File: config.mk
export PLATFORM = sky130hd
export DESIGN_NAME = uart_wb_sequencer
export DESIGN_NICKNAME = d
export VERILOG_FILES = /design/src/rtl/uart_wb_sequencer.sv
export SDC_FILE = /design/constraint.sdc
export NUM_CORES = 1
export LEC_CHECK = 0
export BUFFER_PORTS_ARGS = -buffer_cell sky130_fd_sc_hd__buf_4
export CORE_MARGIN = 2
export CORE_UTILIZATION = 48
export DETAILED_ROUTE_END_ITERATION = 8
export GPL_TIMING_DRIVEN = 0
export HOLD_SLACK_MARGIN = 0.06
export PLACE_DENSITY = 0.8
export SLEW_MARGIN = 40
export SYNTH_ARGS = -nofsm -noshare
export SYNTH_HDL_FRONTEND = slang
export SYNTH_SLANG_ARGS = --single-unit
File: constraint.sdc
create_clock -name clk -period 1.98 [get_ports clk]
set_input_delay 0.297 -clock clk [delete_from_list [all_inputs] [get_ports clk]]
set_output_delay 0.297 -clock clk [all_outputs]
set_load 0.05 [all_outputs]
File: src/rtl/uart_wb_sequencer.sv
// Wishbone master that programs a 16550-style UART after reset, then arbitrates the register
// port between a byte-transmit requester and a receive-drain path.
module uart_wb_sequencer #(
    parameter logic [15:0] DIVISOR     = 16'h001B,
    parameter logic [7:0]  LCR_VAL     = 8'h03,
    parameter logic [7:0]  FCR_VAL     = 8'h07,
    parameter logic [7:0]  IER_VAL     = 8'h00,
    parameter int unsigned ACK_TIMEOUT = 64,
    parameter int unsigned ADDR_WIDTH  = 5
) (
    input  logic                  clk,
    input  logic                  rst_n,
    input  logic                  cfg_start,
    output logic                  cfg_done,
    output logic                  bus_err,
    input  logic                  tx_valid,
    input  logic [7:0]            tx_data,
    output logic                  tx_ready,
    input  logic                  rx_en,
    output logic                  rx_valid,
    output logic [7:0]            rx_data,
    output logic [ADDR_WIDTH-1:0] wb_adr_o,
    output logic [31:0]           wb_dat_o,
    input  logic [31:0]           wb_dat_i,
    output logic                  wb_we_o,
    output logic                  wb_cyc_o,
    output logic                  wb_stb_o,
    output logic [3:0]            wb_sel_o,
    input  logic                  wb_ack_i
);

    typedef enum logic [3:0] {
        StCfg0, StCfg1, StCfg2, StCfg3, StCfg4, StCfg5,
        StReady, StPoll, StTxw, StRxr, StError
    } state_e;

    localparam logic [ADDR_WIDTH-1:0] AdrData = ADDR_WIDTH'(0);
    localparam logic [ADDR_WIDTH-1:0] AdrIer  = ADDR_WIDTH'(1);
    localparam logic [ADDR_WIDTH-1:0] AdrFcr  = ADDR_WIDTH'(2);
    localparam logic [ADDR_WIDTH-1:0] AdrLcr  = ADDR_WIDTH'(3);
    localparam logic [ADDR_WIDTH-1:0] AdrLsr  = ADDR_WIDTH'(5);
    localparam logic [7:0]            TimerLast = 8'(ACK_TIMEOUT - 1);

    state_e                  state_q, state_d;
    logic                    acc_q, acc_d;
    logic [ADDR_WIDTH-1:0]   adr_q, adr_d;
    logic [7:0]              dat_q, dat_d;
    logic                    we_q, we_d;
    logic [7:0]              timer_q, timer_d;
    logic                    bus_err_q, bus_err_d;
    logic                    pend_q, pend_d;
    logic                    rr_q, rr_d;
    logic                    both_q, both_d;
    logic                    tx_ready_q, tx_ready_d;
    logic                    rx_valid_q, rx_valid_d;
    logic [7:0]              rx_data_q, rx_data_d;

    logic                    is_op, done, expired;
    logic                    t_elig, r_elig;
    logic [ADDR_WIDTH-1:0]   l_adr;
    logic [7:0]              l_dat;
    logic                    l_we;
    state_e                  idle_next;

    logic unused_dat_hi;
    assign unused_dat_hi = ^wb_dat_i[31:8];

    always_comb begin
        state_d    = state_q;
        acc_d      = acc_q;
        adr_d      = adr_q;
        dat_d      = dat_q;
        we_d       = we_q;
        timer_d    = timer_q;
        bus_err_d  = bus_err_q;
        pend_d     = pend_q | cfg_start;
        rr_d       = rr_q;
        both_d     = both_q;
        tx_ready_d = 1'b0;
        rx_valid_d = 1'b0;
        rx_data_d  = rx_data_q;
        l_adr      = AdrData;
        l_dat      = 8'h00;
        l_we       = 1'b0;
        t_elig     = 1'b0;
        r_elig     = 1'b0;

        is_op     = (state_q != StReady) && (state_q != StError);
        done      = acc_q && wb_ack_i;
        expired   = acc_q && !wb_ack_i && (timer_q == TimerLast);
        // A latched cfg_start diverts the return to READY straight into a new configuration.
        idle_next = pend_d ? StCfg0 : StReady;

        unique case (state_q)
            StCfg0: begin
                l_adr = AdrLcr; l_dat = 8'h80 | LCR_VAL; l_we = 1'b1;
                if (done) state_d = StCfg1;
            end
            StCfg1: begin
                l_adr = AdrData; l_dat = DIVISOR[7:0]; l_we = 1'b1;
                if (done) state_d = StCfg2;
            end
            StCfg2: begin
                l_adr = AdrIer; l_dat = DIVISOR[15:8]; l_we = 1'b1;
                if (done) state_d = StCfg3;
            end
            StCfg3: begin
                l_adr = AdrLcr; l_dat = LCR_VAL; l_we = 1'b1;
                if (done) state_d = StCfg4;
            end
            StCfg4: begin
                l_adr = AdrFcr; l_dat = FCR_VAL; l_we = 1'b1;
                if (done) state_d = StCfg5;
            end
            StCfg5: begin
                l_adr = AdrIer; l_dat = IER_VAL; l_we = 1'b1;
                if (done) state_d = idle_next;
            end
            StReady: begin
                if (pend_d) begin
                    state_d   = StCfg0;
                    bus_err_d = 1'b0;
                end else if (tx_valid || rx_en) begin
                    state_d = StPoll;
                end
            end
            StPoll: begin
                l_adr = AdrLsr;
                if (done) begin
                    t_elig = wb_dat_i[5] & tx_valid;
                    r_elig = wb_dat_i[0] & rx_en;
                    both_d = t_elig & r_elig;
                    if (t_elig && (!r_elig || !rr_q)) state_d = StTxw;
                    else if (r_elig)                  state_d = StRxr;
                    else                              state_d = idle_next;
                end
            end
            StTxw: begin
                l_adr = AdrData; l_dat = tx_data; l_we = 1'b1;
                if (done) begin
                    tx_ready_d = 1'b1;
                    if (both_q) rr_d = ~rr_q;
                    state_d = idle_next;
                end
            end
            StRxr: begin
                l_adr = AdrData;
                if (done) begin
                    rx_valid_d = 1'b1;
                    rx_data_d  = wb_dat_i[7:0];
                    if (both_q) rr_d = ~rr_q;
                    state_d = idle_next;
                end
            end
            StError: begin
                if (cfg_start) begin
                    state_d   = StCfg0;
                    bus_err_d = 1'b0;
                end
            end
            default: state_d = StCfg0;
        endcase

        // Shared bus engine: launch on the first cycle of an access state, hold until ack/timeout.
        if (is_op) begin
            if (!acc_q) begin
                acc_d   = 1'b1;
                adr_d   = l_adr;
                dat_d   = l_dat;
                we_d    = l_we;
                timer_d = 8'h00;
            end else if (done) begin
                acc_d = 1'b0;
            end else if (expired) begin
                acc_d     = 1'b0;
                bus_err_d = 1'b1;
                state_d   = StError;
            end else begin
                timer_d = timer_q + 8'h01;
            end
        end

        if (state_d == StCfg0 && state_q != StCfg0) pend_d = 1'b0;
    end

    always_ff @(posedge clk or negedge rst_n) begin
        if (!rst_n) begin
            state_q    <= StCfg0;
            acc_q      <= 1'b0;
            adr_q      <= '0;
            dat_q      <= 8'h00;
            we_q       <= 1'b0;
            timer_q    <= 8'h00;
            bus_err_q  <= 1'b0;
            pend_q     <= 1'b0;
            rr_q       <= 1'b0;
            both_q     <= 1'b0;
            tx_ready_q <= 1'b0;
            rx_valid_q <= 1'b0;
            rx_data_q  <= 8'h00;
        end else begin
            state_q    <= state_d;
            acc_q      <= acc_d;
            adr_q      <= adr_d;
            dat_q      <= dat_d;
            we_q       <= we_d;
            timer_q    <= timer_d;
            bus_err_q  <= bus_err_d;
            pend_q     <= pend_d;
            rr_q       <= rr_d;
            both_q     <= both_d;
            tx_ready_q <= tx_ready_d;
            rx_valid_q <= rx_valid_d;
            rx_data_q  <= rx_data_d;
        end
    end

    assign cfg_done = (state_q == StReady);
    assign bus_err  = bus_err_q;
    assign tx_ready = tx_ready_q;
    assign rx_valid = rx_valid_q;
    assign rx_data  = rx_data_q;
    assign wb_adr_o = adr_q;
    assign wb_dat_o = {24'h000000, dat_q};
    assign wb_we_o  = we_q;
    assign wb_cyc_o = acc_q;
    assign wb_stb_o = acc_q;
    assign wb_sel_o = acc_q ? 4'b0001 : 4'b0000;

endmodule

**Yosys cells after proc, flatten, opt, wreduce, memory -nomap -nowiden**

Index checks and enable logic that the tools add are counted.

- Flip-flop bits (word level): 41
- Word-level logic and storage cells: 98

- Add/sub/neg operators: 1
- Equal/unequal tests: 15
- Muxes and demuxes: 39
- Bitwise logic cells: 6
- Reduce and logical (&&, ||, !) cells: 24

Operators with widths:

| operator | count |
|---|---|
| $mux W4 | 16 |
| $pmux W8 S5 | 1 |
| $pmux W4 S9 | 1 |
| $mux W8 | 3 |
| $eq A4 B3 Y1 const B | 4 |
| $mux W1 | 15 |
| $eq A4 B4 Y1 const B | 3 |
| $pmux W3 S4 | 1 |
| $add A8 B1 Y8 const B | 1 |
| $eq A4 B2 Y1 const B | 2 |
| $eq A8 B6 Y1 const B | 1 |
| $logic_not A4 Y1 | 2 |
| $reduce_or A7 Y1 | 1 |
| $logic_and A1 B1 Y1 | 6 |
| $reduce_and A2 Y1 | 3 |
| $reduce_and A3 Y1 | 2 |
| $reduce_or A2 Y1 | 3 |
| $eq A4 B1 Y1 const B | 1 |
| $ne A2 B2 Y1 const B | 2 |
| $ne A4 B3 Y1 const B | 1 |
| $ne A4 B4 Y1 const B | 1 |
| $reduce_bool A4 Y1 | 1 |
| $and A1 B1 Y1 | 3 |
| $logic_not A1 Y1 | 3 |
| 6 further kinds | 8 |

**Logic depth before layout (Yosys ltp)**

- Word-level depth: 14
- Mapped depth: 7
- Depth with buffers taken out: 6

**Worst setup path after synthesis**

OpenSTA, ideal clock, no wires.

- Path type: register to register
- Start point: reg acc_q (netlist: wb_cyc_o)
- End point: reg pend_q
- Library setup time: 129 ps
- Arrival: 1,824 ps
- Data required time: 1,851 ps
- Path slack: 27 ps
- Stages on the path, launching flop included: 6
- Path buffers: 0
- Path through: dfrtp_1 -> nor4b_4 -> o2111ai_1 -> o21a_1 -> o211a_2 -> o41a_1

- Longest elaborated chain between the ends: 10
- Elaborated cells between the ends (all ways): 18

Ends and longest elaborated chain:

| what | RTL line | source |
|---|---|---|
| start, declared | 45 | `logic acc_q, acc_d;` |
| start signal, assigned | 189 | `acc_q <= 1'b0;` |
| start signal, assigned | 203 | `acc_q <= acc_d;` |
| $logic_and A1 B1 Y1 | 89 | `done = acc_q && wb_ack_i;` |
| $mux W4 (tied with other cells) | 117, 140, 148 |  |
| $pmux W4 S9 | 94 | `unique case (state_q)` |
| $mux W4 | 174 | `end else if (expired) begin` |
| $mux W4 | 172 | `end else if (done) begin` |
| $mux W4 | 166 | `if (!acc_q) begin` |
| $mux W4 (*) | 165 | `if (is_op) begin` |
| net state_d[2] | 44 | `state_e state_q, state_d;` |
| $logic_not A4 Y1 (*) | 183 | `if (state_d == StCfg0 && state_q != StCfg0) pend_d = 1'b0;` |
| $logic_and A1 B1 Y1 (*) | 183 |  |
| $mux W1 (*) | 183 |  |
| net pend_d | 51 | `logic pend_q, pend_d;` |
| end signal, assigned | 209 | `pend_q <= pend_d;` |
| end, declared | 51 |  |

The timed path passes the listed nets; every way through them passes the cells marked *.
A chain may end at the register's enable or synchronous reset.

**Worst setup path in the final report**

- Start point: reg state_q[3]
- End point: out cfg_done

- Longest elaborated chain between the ends: 1

Ends and longest elaborated chain:

| what | RTL line | source |
|---|---|---|
| start, declared | 44 |  |
| start signal, assigned | 188 | `state_q <= StCfg0;` |
| start signal, assigned | 202 | `state_q <= state_d;` |
| $eq A4 B3 Y1 | 218 | `assign cfg_done = (state_q == StReady);` |
| end, declared | 14 | `output logic cfg_done,` |

Every way passes these cells.

==> results.ini <==
[outcome]
status = completed

[floorplan]
start_util_pct = 50.22
rows = 25
dieArea_um2 = 5590
ios = 102
die_x_um = 74.77
core-area_um2 = 4786
die_h_um = 74.77

[worst_setup_path]
crit_chain = buf_4 -> buf_2 -> nand2b_4 -> nor2_1 -> buf_6
cp_slowest_stage_delay_ns = 0.42
cp.required_ns = 1.68
worstPathMaxFanout = 10
crit_path_start_kind = flop
reg2reg_to = timer_q[7]
reg2reg_from = timer_q[0]
end_kind = primary output
arrival_ns = 1.59
rrSetupSlack_ns = 0.13
critPathSlowestCell = dfrtp_1
worst-setup-path-type = flop to primary output
rr_worst_depth = 6

[power]
p_switching_mw = 1.826
power.internal_mw = 2.157
power_frac_clock_pct = 17.3
power.total_mw = 3.983
ir_drop_uv = 532.1
combPwrFrac_pct = 53.7
powerDensity_nw_per_um2 = 1285
p_sw_share_pct = 45.85
p_leak_nw = 1.545
pwr-share-seq_pct = 28.9

[cells_and_area]
final_cells = 397
drive_gt1_share_pct = 36.67
fillers = 413
area_delta_synth_final_pct = 28.94
num-nets-final = 376
antenna_cells = 0
multi_input_area_um2 = 1229
seqCellArea_um2 = 975.9

[detailed_routing]
via_per_inst = 5.128
drc = 0
dr.first_iter.drc_count = 131
final_antenna_net_count = 0
wirelength_mm = 5.401
wl_per_cell_um = 13.60
vias = 2036
drt_pass1_iterations = 4

[synth]
yosysTopAreaCell = dfrtp_1
synth_edf_count = 0
synthCells = 245
synth.distinct_cells = 61
syn_area_um2 = 2404
synth_seq_cells = 39
yosys_warnings = 0
synth_ff_type = dfrtp_1
synth.top_cell.area_share_pct = 40.60
avgSynthCellArea_um2 = 9.810
yosysMostFrequentCell = dfrtp_1
synth_common_cells = dfrtp_1 (39), buf_4 (34), nand2_1 (20), nor2_1 (17), o21ai_0 (13)
yosysSeqAreaShare_pct = 40.60
postSynth.asyncResetShare_pct = 100.0
ys_top_cells_by_area = dfrtp_1 (41%), buf_4 (11%), nand2_1 (3.1%), o21ai_0 (2.7%), nor2_1 (2.7%)

[placed_design]
place.gp.congestion = 0.9437
dp_cells = 388
io_buffers = 48
place.detailed.hpwl_mm = 4.044
preCtsSetupSlack_ns = 0.1264

[global_routing]
grt_pass1_vias = 1856
antenna_found_initial = 0
grt_overflow = 0
grt_use_total_pct = 20.66
grt_max_degree = 40
grt_pass1_wl_mm = 8.776

[cts]
cts_root_buffer = clkbuf_8
postCtsSetupRepairBufs = 0
cts_buffers = 5
cts_tree = yes
cts_buffer_depth = 2
insertion_delay_ns = 0.30
clkTransAtPathRegs_ns = 0.08
numClockSinks = 39
cts_max_level = 2

[timing]
slew_headroom_pct = 58.49
rsz0062_at_grt = yes
finalSetupTns_ns = 0
clock_skew_ns = 0.006087
clock.fmax_ghz = 0.5307
finalMaxSlewViolations = 0
finalSetupViolations = 0
final_hold_viol_count = 0
fin_crit_ns = 1.884
layout_setup_ws_ns = 0.09566
worst_pin_slew_ns = 0.6175
finalCritPeriodShare_pct = 95.17

[hold_path]
hold_depth = 2
hold_path.class = primary input to flop
hold_path_end = dat_q[6]
min_from = tx_data[6]

[job]
maxCapViolations = 0

==> power by group through the flow <==
| stage | sequential, mW | clock, mW | combinational [mW] |
|---|---|---|---|
| final | 1.15 | 0.690 | 2.14 |
| after global routing | 1.18 | 0.740 | 2.31 |
| after CTS | 1.15 | 0.708 | 2.11 |
| after detailed placement | 1.17 | 0 | 2.10 |
| after global placement | 1.15 | 0 | 2.08 |
| after floorplan | 1.52 | 0 | 1.21 |
==> worst max path at each step <==
stage / startpoint / to / cells past startpoint
2_1_floorplan: wb_cyc_o / pend_q / 5
3_3_place_gp: wb_cyc_o / timer_q[7] / 6
3_5_place_dp: wb_cyc_o / timer_q[7] / 6
4_1_cts: state_q[3] / cfg_done / 5
5_1_grt: timer_q[0] / timer_q[7] / 6
6_report: state_q[3] / cfg_done / 5
==> cell type report <==
cell class / count / area share, %
inverters: 1 / 0.1211
multi-input cells: 189 / 39.64
repair buffers: 49 / 12.07
clock buffers: 6 / 2.665
well taps: 67 / 2.705
flip-flops and latches: 39 / 31.49
plain buffers: 44 / 10.17
clock inverters: 2 / 1.130
==> worst max-delay path, delay by kind of cell (launching register included) <==
family,cells,cell delay (ns)
buffers and inverters,3,0.55
flip-flops,1,0.42
AND/OR/NAND/NOR,2,0.31
==> repair_timing <==
action	in CTS	in global routing
hold buffers	1	0
gates resized for setup	0	3
hold endpoints to repair	39	0
endpoints found under the setup margin	0	2
==> flip-flops by register name, indices dropped and copies added, names as in the netlist <==
register and cells:
state_q 4, wb_cyc_o 1, pend_q 1, wb_adr_o 3, dat_q 8, wb_we_o 1
rx_data 8, rr_q 1, timer_q 8, both_q 1, rx_valid 1, bus_err 1
tx_ready 1
==> layer usage <==
layer	GRT usage, %	wire length, µm
met5	0	0
met3	4.819	308
met4	6.548	64
met1	27.22	2377
met2	33.92	2650
==> logic make-up (layout without fill, tap and decap cells) <==
kind of cell,Yosys count,count (layout),synth area share [%]
XOR/XNOR,8,8,2.915
adder cells (fa/ha/maj),1,1,0.5205
flip-flops,39,39,40.60
other,1,29,0.1560
AO/OA/AOI/OAI,58,58,17.70
multiplexers,8,8,3.748
buffers and inverters,45,102,13.27
AND/OR/NAND/NOR,85,85,21.08
==> through the flow <==
step	hold slack [ns]	instance area, µm²	util (%)
2_1_floorplan	0.001409	2509	-
6_report	0.2151	3099	64.76
3_3_place_gp	0.2957	2953	61.70
4_1_cts	0.2040	3080	64.37
3_5_place_dp	0.2938	2953	61.70
5_1_grt	0.2256	3099	64.76
==> placed cells by master (no fill, tap or decap), types with 2 or more instances in the layout <==
cell type / instances
a21oi_1: 10
a221o_1: 4
a22o_1: 3
a22oi_1: 5
and2_1: 4
and3_1: 4
buf_2: 6
buf_4: 81
buf_6: 3
clkbuf_1: 2
clkbuf_8: 6
conb_1: 29
dfrtp_1: 39
mux2_1: 3
mux2_2: 5
nand2_1: 20
nand2b_1: 5
nand3_1: 4
nand3b_1: 2
nand4_1: 4
nand4_2: 2
nor2_1: 17
nor2b_1: 2
nor3_1: 2
nor3b_1: 2
o2111ai_1: 2
o211ai_1: 2
o21ai_0: 13
o221ai_1: 2
o31ai_1: 2
or3_1: 3
xnor2_1: 2
xor2_1: 6
(Power assumes the default switching activity.)
